===== src/rtl/fofb_pkg.sv =====
// fofb_pkg: shared status codes, tracker state encoding and popcount helper for the FOFB readout path
package fofb_pkg;

  localparam logic [1:0] ST_SUCCESS = 2'd0;
  localparam int POP_MAX = 256;

  typedef enum logic [1:0] {IDLE, ACTIVE, DONE, TIMEOUT} trackerState_t;

  // Bitmaps up to POP_MAX cells are zero-extended into the argument
  function automatic int unsigned popcount(input logic [POP_MAX-1:0] v);
    popcount = 0;
    for (int k = 0; k < POP_MAX; k++) popcount = popcount + 32'(v[k]);
  endfunction

endpackage


===== src/rtl/fofb_us_tick.sv =====
// fofb_us_tick: 1us tick from SYSCLK_RATE; restart makes the first tick land half a period later
module fofb_us_tick #(
  parameter int SYSCLK_RATE = 100000000
) (
  input  logic sysClk,
  input  logic sysResetN,
  input  logic restart,
  output logic usTick
);

  localparam int FULL = (SYSCLK_RATE / 1000000 < 1) ? 1 : SYSCLK_RATE / 1000000;
  localparam int HALF = (SYSCLK_RATE / 2000000 < 1) ? 1 : SYSCLK_RATE / 2000000;
  localparam int W = $clog2(FULL + 1);

  logic [W-1:0] cnt;

  assign usTick = (cnt == '0) && !restart;

  // Down-counter reloads with a full period at each tick and with a half period on restart
  always_ff @(posedge sysClk or negedge sysResetN)
    if (!sysResetN) cnt <= '0;
    else if (restart) cnt <= W'(HALF - 1);
    else cnt <= (cnt == '0) ? W'(FULL - 1) : cnt - 1'b1;

endmodule


===== src/rtl/fofb_cell_tracker.sv =====
// fofb_cell_tracker: per-FA-cycle cell arrival tracker; optional lateCount output under FOFB_CELL_TRACKER_LATE_COUNT_EN
module fofb_cell_tracker import fofb_pkg::*; #(
  parameter int SYSCLK_RATE      = 100000000,
  parameter int LINK_COUNT       = 2,
  parameter int MAX_CELLS        = 32,
  parameter int CELL_INDEX_WIDTH = $clog2(MAX_CELLS),
  parameter int CELL_COUNT_WIDTH = $clog2(MAX_CELLS + 1),
  parameter int TIMER_WIDTH      = 8,
  parameter int SEQNO_WIDTH      = 3
) (
  input  logic                                     sysClk,
  input  logic                                     sysResetN,
  input  logic                                     FAstrobe,
  input  logic [CELL_COUNT_WIDTH-1:0]              cfgCellCount,
  input  logic [TIMER_WIDTH-1:0]                   cfgTimeoutUs,
  input  logic [LINK_COUNT-1:0]                    cfgLinkEnable,
  input  logic [LINK_COUNT-1:0]                    statusValid,
  input  logic [2*LINK_COUNT-1:0]                  statusCode,
  input  logic [CELL_INDEX_WIDTH*LINK_COUNT-1:0]   statusCellIndex,
  input  logic [LINK_COUNT-1:0]                    statusFofbEnabled,
  output logic                                     readoutActive,
  output logic                                     readoutValid,
  output logic                                     readTimeoutStrobe,
  output logic                                     fofbEnabled,
  output logic [MAX_CELLS-1:0]                     rxBitmap,
  output logic [MAX_CELLS-1:0]                     fofbEnableBitmap,
  output logic [TIMER_WIDTH-1:0]                   readoutTime,
  output logic [SEQNO_WIDTH-1:0]                   seqno,
`ifdef FOFB_CELL_TRACKER_LATE_COUNT_EN
  output logic [15:0]                              lateCount,
`endif
  output logic [CELL_COUNT_WIDTH*LINK_COUNT-1:0]   linkPacketCount
);

  trackerState_t state;
  logic [CELL_COUNT_WIDTH-1:0] shadowCellCount, cellCounter, fofbCounter;
  logic [TIMER_WIDTH-1:0] shadowTimeoutUs, timer;
  logic [LINK_COUNT-1:0] shadowLinkEnable, accept;
  logic [MAX_CELLS-1:0] cellBitmap, fofbBitmap, orMask, orFofb, newMask, newFofb;
  logic [MAX_CELLS-1:0] linkMask [LINK_COUNT];
  logic [MAX_CELLS-1:0] linkFofb [LINK_COUNT];
  logic usTick, collecting;
`ifdef FOFB_CELL_TRACKER_LATE_COUNT_EN
  logic [LINK_COUNT-1:0] lateHit;
  logic [16:0] lateSum;
`endif

  fofb_us_tick #(.SYSCLK_RATE(SYSCLK_RATE)) uTick (
    .sysClk(sysClk),
    .sysResetN(sysResetN),
    .restart(FAstrobe),
    .usTick(usTick)
  );

  // A status coincident with FAstrobe belongs to the closed cycle and is dropped
  assign collecting = (state == ACTIVE) && !FAstrobe;

  for (genvar i = 0; i < LINK_COUNT; i++) begin : gLink
    logic [CELL_INDEX_WIDTH-1:0] idx;
    logic [CELL_COUNT_WIDTH-1:0] pktCount, pktPub;
    logic fmtOk;
    assign idx = statusCellIndex[i*CELL_INDEX_WIDTH +: CELL_INDEX_WIDTH];
    assign fmtOk = statusValid[i] && shadowLinkEnable[i] && (statusCode[2*i +: 2] == ST_SUCCESS) &&
                   (int'(idx) < MAX_CELLS);
    assign accept[i] = collecting && fmtOk;
    assign linkMask[i] = accept[i] ? (MAX_CELLS'(1) << idx) : '0;
    assign linkFofb[i] = statusFofbEnabled[i] ? linkMask[i] : '0;
    assign linkPacketCount[i*CELL_COUNT_WIDTH +: CELL_COUNT_WIDTH] = pktPub;
`ifdef FOFB_CELL_TRACKER_LATE_COUNT_EN
    assign lateHit[i] = ((state == DONE) || (state == TIMEOUT)) && !FAstrobe && fmtOk;
`endif
    // Saturating per-link success count, published and cleared at FAstrobe
    always_ff @(posedge sysClk or negedge sysResetN)
      if (!sysResetN) begin
        pktCount <= '0;
        pktPub <= '0;
      end else if (FAstrobe) begin
        pktPub <= pktCount;
        pktCount <= '0;
      end else if (accept[i] && (pktCount != '1)) pktCount <= pktCount + 1'b1;
  end

  // Merge all links' one-hot cells; duplicates within the cycle collapse here
  always_comb begin
    orMask = '0;
    orFofb = '0;
    for (int k = 0; k < LINK_COUNT; k++) begin
      orMask = orMask | linkMask[k];
      orFofb = orFofb | linkFofb[k];
    end
  end

  assign newMask = orMask & ~cellBitmap;
  assign newFofb = orFofb & ~fofbBitmap;

  // Readout FSM with working bitmaps, counters, timer and registered status outputs
  always_ff @(posedge sysClk or negedge sysResetN)
    if (!sysResetN) begin
      state <= IDLE;
      shadowCellCount <= '0;
      shadowTimeoutUs <= '0;
      shadowLinkEnable <= '0;
      cellBitmap <= '0;
      fofbBitmap <= '0;
      cellCounter <= '0;
      fofbCounter <= '0;
      timer <= '0;
      readoutActive <= 1'b0;
      readoutValid <= 1'b0;
      readTimeoutStrobe <= 1'b0;
      fofbEnabled <= 1'b0;
      rxBitmap <= '0;
      fofbEnableBitmap <= '0;
      readoutTime <= '0;
      seqno <= '0;
    end else begin
      readTimeoutStrobe <= 1'b0;
      if (FAstrobe) begin
        state <= ACTIVE;
        rxBitmap <= cellBitmap;
        fofbEnableBitmap <= fofbBitmap;
        cellBitmap <= '0;
        fofbBitmap <= '0;
        cellCounter <= '0;
        fofbCounter <= '0;
        timer <= '0;
        shadowCellCount <= cfgCellCount;
        shadowTimeoutUs <= (cfgTimeoutUs == '0) ? TIMER_WIDTH'(1) : cfgTimeoutUs;
        shadowLinkEnable <= cfgLinkEnable;
        readoutValid <= 1'b0;
        readoutActive <= 1'b1;
      end else if (state == ACTIVE) begin
        cellBitmap <= cellBitmap | newMask;
        fofbBitmap <= fofbBitmap | newFofb;
        cellCounter <= cellCounter + CELL_COUNT_WIDTH'(popcount(POP_MAX'(newMask)));
        fofbCounter <= fofbCounter + CELL_COUNT_WIDTH'(popcount(POP_MAX'(newFofb)));
        if (cellCounter == shadowCellCount) begin
          state <= DONE;
          readoutValid <= 1'b1;
          readoutActive <= 1'b0;
          fofbEnabled <= (fofbCounter == shadowCellCount);
          seqno <= seqno + 1'b1;
          readoutTime <= timer;
        end else if (timer == shadowTimeoutUs) begin
          state <= TIMEOUT;
          readTimeoutStrobe <= 1'b1;
          readoutActive <= 1'b0;
          fofbEnabled <= 1'b0;
          readoutTime <= timer;
        end else if (usTick) timer <= timer + 1'b1;
      end
    end

`ifdef FOFB_CELL_TRACKER_LATE_COUNT_EN
  assign lateSum = {1'b0, lateCount} + 17'(popcount(POP_MAX'(lateHit)));

  // Late or duplicate-link statuses after the cycle closed; cleared only by reset
  always_ff @(posedge sysClk or negedge sysResetN)
    if (!sysResetN) lateCount <= '0;
    else lateCount <= lateSum[16] ? 16'hFFFF : lateSum[15:0];
`endif

endmodule

===== config.mk =====
export PLATFORM = sky130hd
export DESIGN_NAME = fofb_cell_tracker
export DESIGN_NICKNAME = d
export VERILOG_FILES = /design/src/rtl/fofb_pkg.sv /design/src/rtl/fofb_us_tick.sv /design/src/rtl/fofb_cell_tracker.sv
export SDC_FILE = /design/constraint.sdc
export NUM_CORES = 1
export LEC_CHECK = 0
export BUFFER_PORTS_ARGS = -buffer_cell sky130_fd_sc_hd__buf_2
export CAP_MARGIN = 5
export CORE_MARGIN = 10
export CORE_UTILIZATION = 55
export DETAILED_ROUTE_END_ITERATION = 8
export PLACE_DENSITY = 0.76
export SLEW_MARGIN = 20
export SYNTH_ARGS = -nofsm -noshare
export SYNTH_HDL_FRONTEND = slang
export SYNTH_SLANG_ARGS = --single-unit

===== constraint.sdc =====
create_clock -name sysClk -period 7.4 [get_ports sysClk]
set_clock_uncertainty 0.15 [all_clocks]
set_input_delay 1.48 -clock sysClk [delete_from_list [all_inputs] [get_ports sysClk]]
set_output_delay 1.48 -clock sysClk [all_outputs]
set_load 0.01 [all_outputs]

==> results.cfg <==
[routing]
route.met2.wl_um = 13700
detail-route-antenna-nets = 0
dr_wl_met3_um = 1930
top_layer = met5
drt-initial-drc-count = 568
via_per_inst = 5.57
first_pass_iters = 5
routed_wl_um = 29100
drc = 0
wl_per_cell_um = 19.2
vias = 8427
m1WireLength_um = 12700

[final_layout]
fill_cells = 1522
finalNetCount = 1345
drive_above_1_share_pct = 32.4
areaGrowthSynthToFinish_pct = 21.2

[worst_setup_path]
crit_top_cell = fa_1
r2r-start = state[1]
path_max_fanout = 4
cp.required_ns = 7.65
worst_ep_arrival_time_ns = 7.58
startpoint_type = input port
end_kind = flop
r2r-end = cellCounter[5]
path_class = input port to flop
cp_num_buf_inv = 3
crit_chain = buf_6, or3b_4, or4b_4, or2_4, o22a_1, or2_1, fa_1, fa_1, inv_1, fa_1, inv_2, fa_1, fa_1, fa_1, fa_2, nor2b_1, o211ai_1, a21o_1, nand4_1, mux2_2
max_stage_delay_ns = 0.54
crit_path_top_delay_cell = or4b_4
path_delay_family = adder cells
rr_worst_depth = 19
worst-r2r-setup-slack_ns = 0.64

[yosys]
netlist_area_um2 = 11400
avgSynthCellArea_um2 = 11.2
synth_fp_nets = 1138
ys_warn_count = 0
yosysSeqAreaShare_pct = 46.4
synth_cell_types = 59
synth_flop_cell = dfrtp_1
synth_seq_cells = 212
synthCells = 1020
synth_edf_count = 0
async_flop_share_pct = 100

[clocking]
cts_buffers = 23
clk_pin_slew_ns = 0.06
cts_tree = built
clk_latency_ns = 0.51
clock_path_buffers = 3
cts_sinks = 212
htree_levels = 1
cts-root-buf = clkbuf_16

[placement]
preCtsSetupSlack_ns = -0.508
gp_congestion = 0.976
hpwl_um = 21500
port_buffers = 127

[timing]
hold_viol_final = 0
fin_crit_sh_pct = 99.1
fin_crit_ns = 7.34
layout_setup_ws_ns = 0.0641
max_freq_ghz = 0.136
slew_viol_final = 0
setup_violations = 0
slew_headroom_pct = 45.2
worst_slew_pin_slew_ns = 0.822
rsz0062_at_grt = true

[pwr]
p_leak_nw = 6.96
p_per_area_nw_per_um2 = 187
vdd_ir_drop_max_mv = 0.176
power_mw = 2.58

[global_routing]
antenna_found_initial = 4
grt_pass1_wl_um = 47100
gr-usage-all-layers_pct = 21.8
grt_max_degree = 170
grt_pass1_vias = 8818
gr-total-overflow = 0

[floorplanning]
io_pins = 128
num_rows = 52
initial_core_util_pct = 56.1
core-area_um2 = 20400
die_h_um = 164
die_w_um = 164
dieArea_um2 = 26900

[min_path]
hold_path_end = uTick.cnt[0]
holdPathStages = 1
hp-start = uTick.cnt[0]
hp-class = flop to flop

[run]
cap_viol_max_count = 0

[status]
outcome = complete, no violations
==> metal layers <==
metal	vias up	GRT usage, %
met1	4190	29.5
li1	3919	-
met4	4	5.89
met5	-	0
met2	259	34.9
met3	55	4.48
==> layout by cell type, fill, tap and decap left out, types with 21 or more instances in the layout <==
cell type	count
a21oi_1	33
clkbuf_16	23
inv_1	96
fa_1	48
buf_4	93
mux2_2	105
nand2b_1	39
nor2_1	58
o22ai_1	22
xnor2_1	26
ha_1	29
o21ai_0	27
buf_2	125
nand3_1	27
dfrtp_1	212
o21a_1	21
nand2_1	36
==> cell families (layout without fill, tap and decap cells) <==
kind of cell    count (synthesis)  after routing  synth area share [%]
compound gates                178            178                  10.5
xor+xnor                       36             36                  2.76
fa+ha+maj                      81             81                  12.3
buf+inv                       140            362                  4.74
flops                         212            212                  46.4
mux                           109            109                  10.7
other cells                     0              2                     0
simple gates                  264            264                  12.6
==> how the worst max path moves through the flow <==
| stage | end | start | slack (ns) | depth (start not counted) |
|---|---|---|---|---|
| after floorplan | cellCounter[4] | FAstrobe | -0.30 | 23 |
| after global placement | cellCounter[4] | FAstrobe | -0.40 | 21 |
| after detailed placement | fofbCounter[4] | FAstrobe | -0.51 | 25 |
| after CTS | fofbCounter[4] | FAstrobe | 0.01 | 23 |
| after global routing | cellCounter[4] | FAstrobe | -0.16 | 23 |
| final | cellCounter[5] | FAstrobe | 0.06 | 20 |
==> synthesized netlist by cell type (all sizes together), types with 18 or more instances <==
cell,instances,area (um^2)
ha,29,363
dfrtp,212,5310
o22ai,31,213
mux2,105,1180
nand2b,41,257
a21oi,33,165
a21o,19,143
o21a,21,158
xnor2,26,228
clkbuf,34,128
nor2b,18,113
o21ai,30,150
fa,52,1040
nor2,60,225
inv,100,375
nand2,36,135
nand3,27,135
==> area by class of cell <==
| class | count | area (um^2) | area share, % |
|---|---|---|---|
| multi-input cells | 668 | 5680 | 41.0 |
| flip-flops and latches | 212 | 5310 | 38.3 |
| repair buffers | 222 | 1380 | 9.97 |
| clock buffers | 29 | 608 | 4.39 |
| inverters | 100 | 375 | 2.71 |
| well taps | 270 | 338 | 2.44 |
| clock inverters | 11 | 160 | 1.16 |
| diodes | 2 | 5.00 | 0.0361 |
==> worst reg2reg max path, stage by stage (launching register included) <==
cell and delay (ns):
dfrtp_1 0.43, or3b_4 0.43, or4b_4 0.55, or2_4 0.28
o22a_1 0.22, or2_1 0.22, fa_1 0.45, fa_1 0.50
inv_1 0.05, fa_1 0.51, inv_2 0.04, fa_1 0.49
fa_1 0.45, fa_1 0.52, fa_2 0.38, nor2b_1 0.18
o211ai_1 0.17, a21o_1 0.20, nand4_1 0.10, mux2_2 0.34
==> timing repair <==
| item | 4_1_cts | 5_1_grt |
|---|---|---|
| resized for setup | 1 | 20 |
| buffers inserted | 0 | 3 |
| endpoints found under the hold margin | 0 | 0 |
| pin swaps | 1 | 8 |
| setup endpoints to repair | 1 | 9 |
| hold buffers | 0 | 0 |
==> flip-flops by register name, summed over array words and instances, names as in the netlist <==
name               count
gLink.pktPub          12
fofbBitmap            32
readTimeoutStrobe      1
seqno                  3
shadowTimeoutUs        8
readoutTime            8
cellCounter            6
shadowLinkEnable       2
fofbEnabled            1
fofbCounter            6
gLink.pktCount        12
state                  2
readoutValid           1
shadowCellCount        6
fofbEnableBitmap      32
uTick.cnt              7
timer                  8
readoutActive          1
rxBitmap              32
cellBitmap            32
==> report_power, final <==
part | switching (mW) | internal, mW
registers | 0.0204 | 1.18
logic | 0.113 | 0.0765
clock network | 0.473 | 0.720
==> through the flow <==
step	std cells	instance area (um^2)	setup TNS [ns]	hold WS, ns	utilization, %
2_1_floorplan	1020	11500	-1.57	0.279	-
3_3_place_gp	1469	13000	-3.06	0.299	63.7
3_5_place_dp	1469	13000	-3.86	0.311	63.7
4_1_cts	1509	13800	0	0.321	67.5
5_1_grt	1513	13800	-0.482	0.340	68.0
6_report	1514	13800	0	0.318	68.0
No activity file was read; power rests on OpenSTA's default activity.
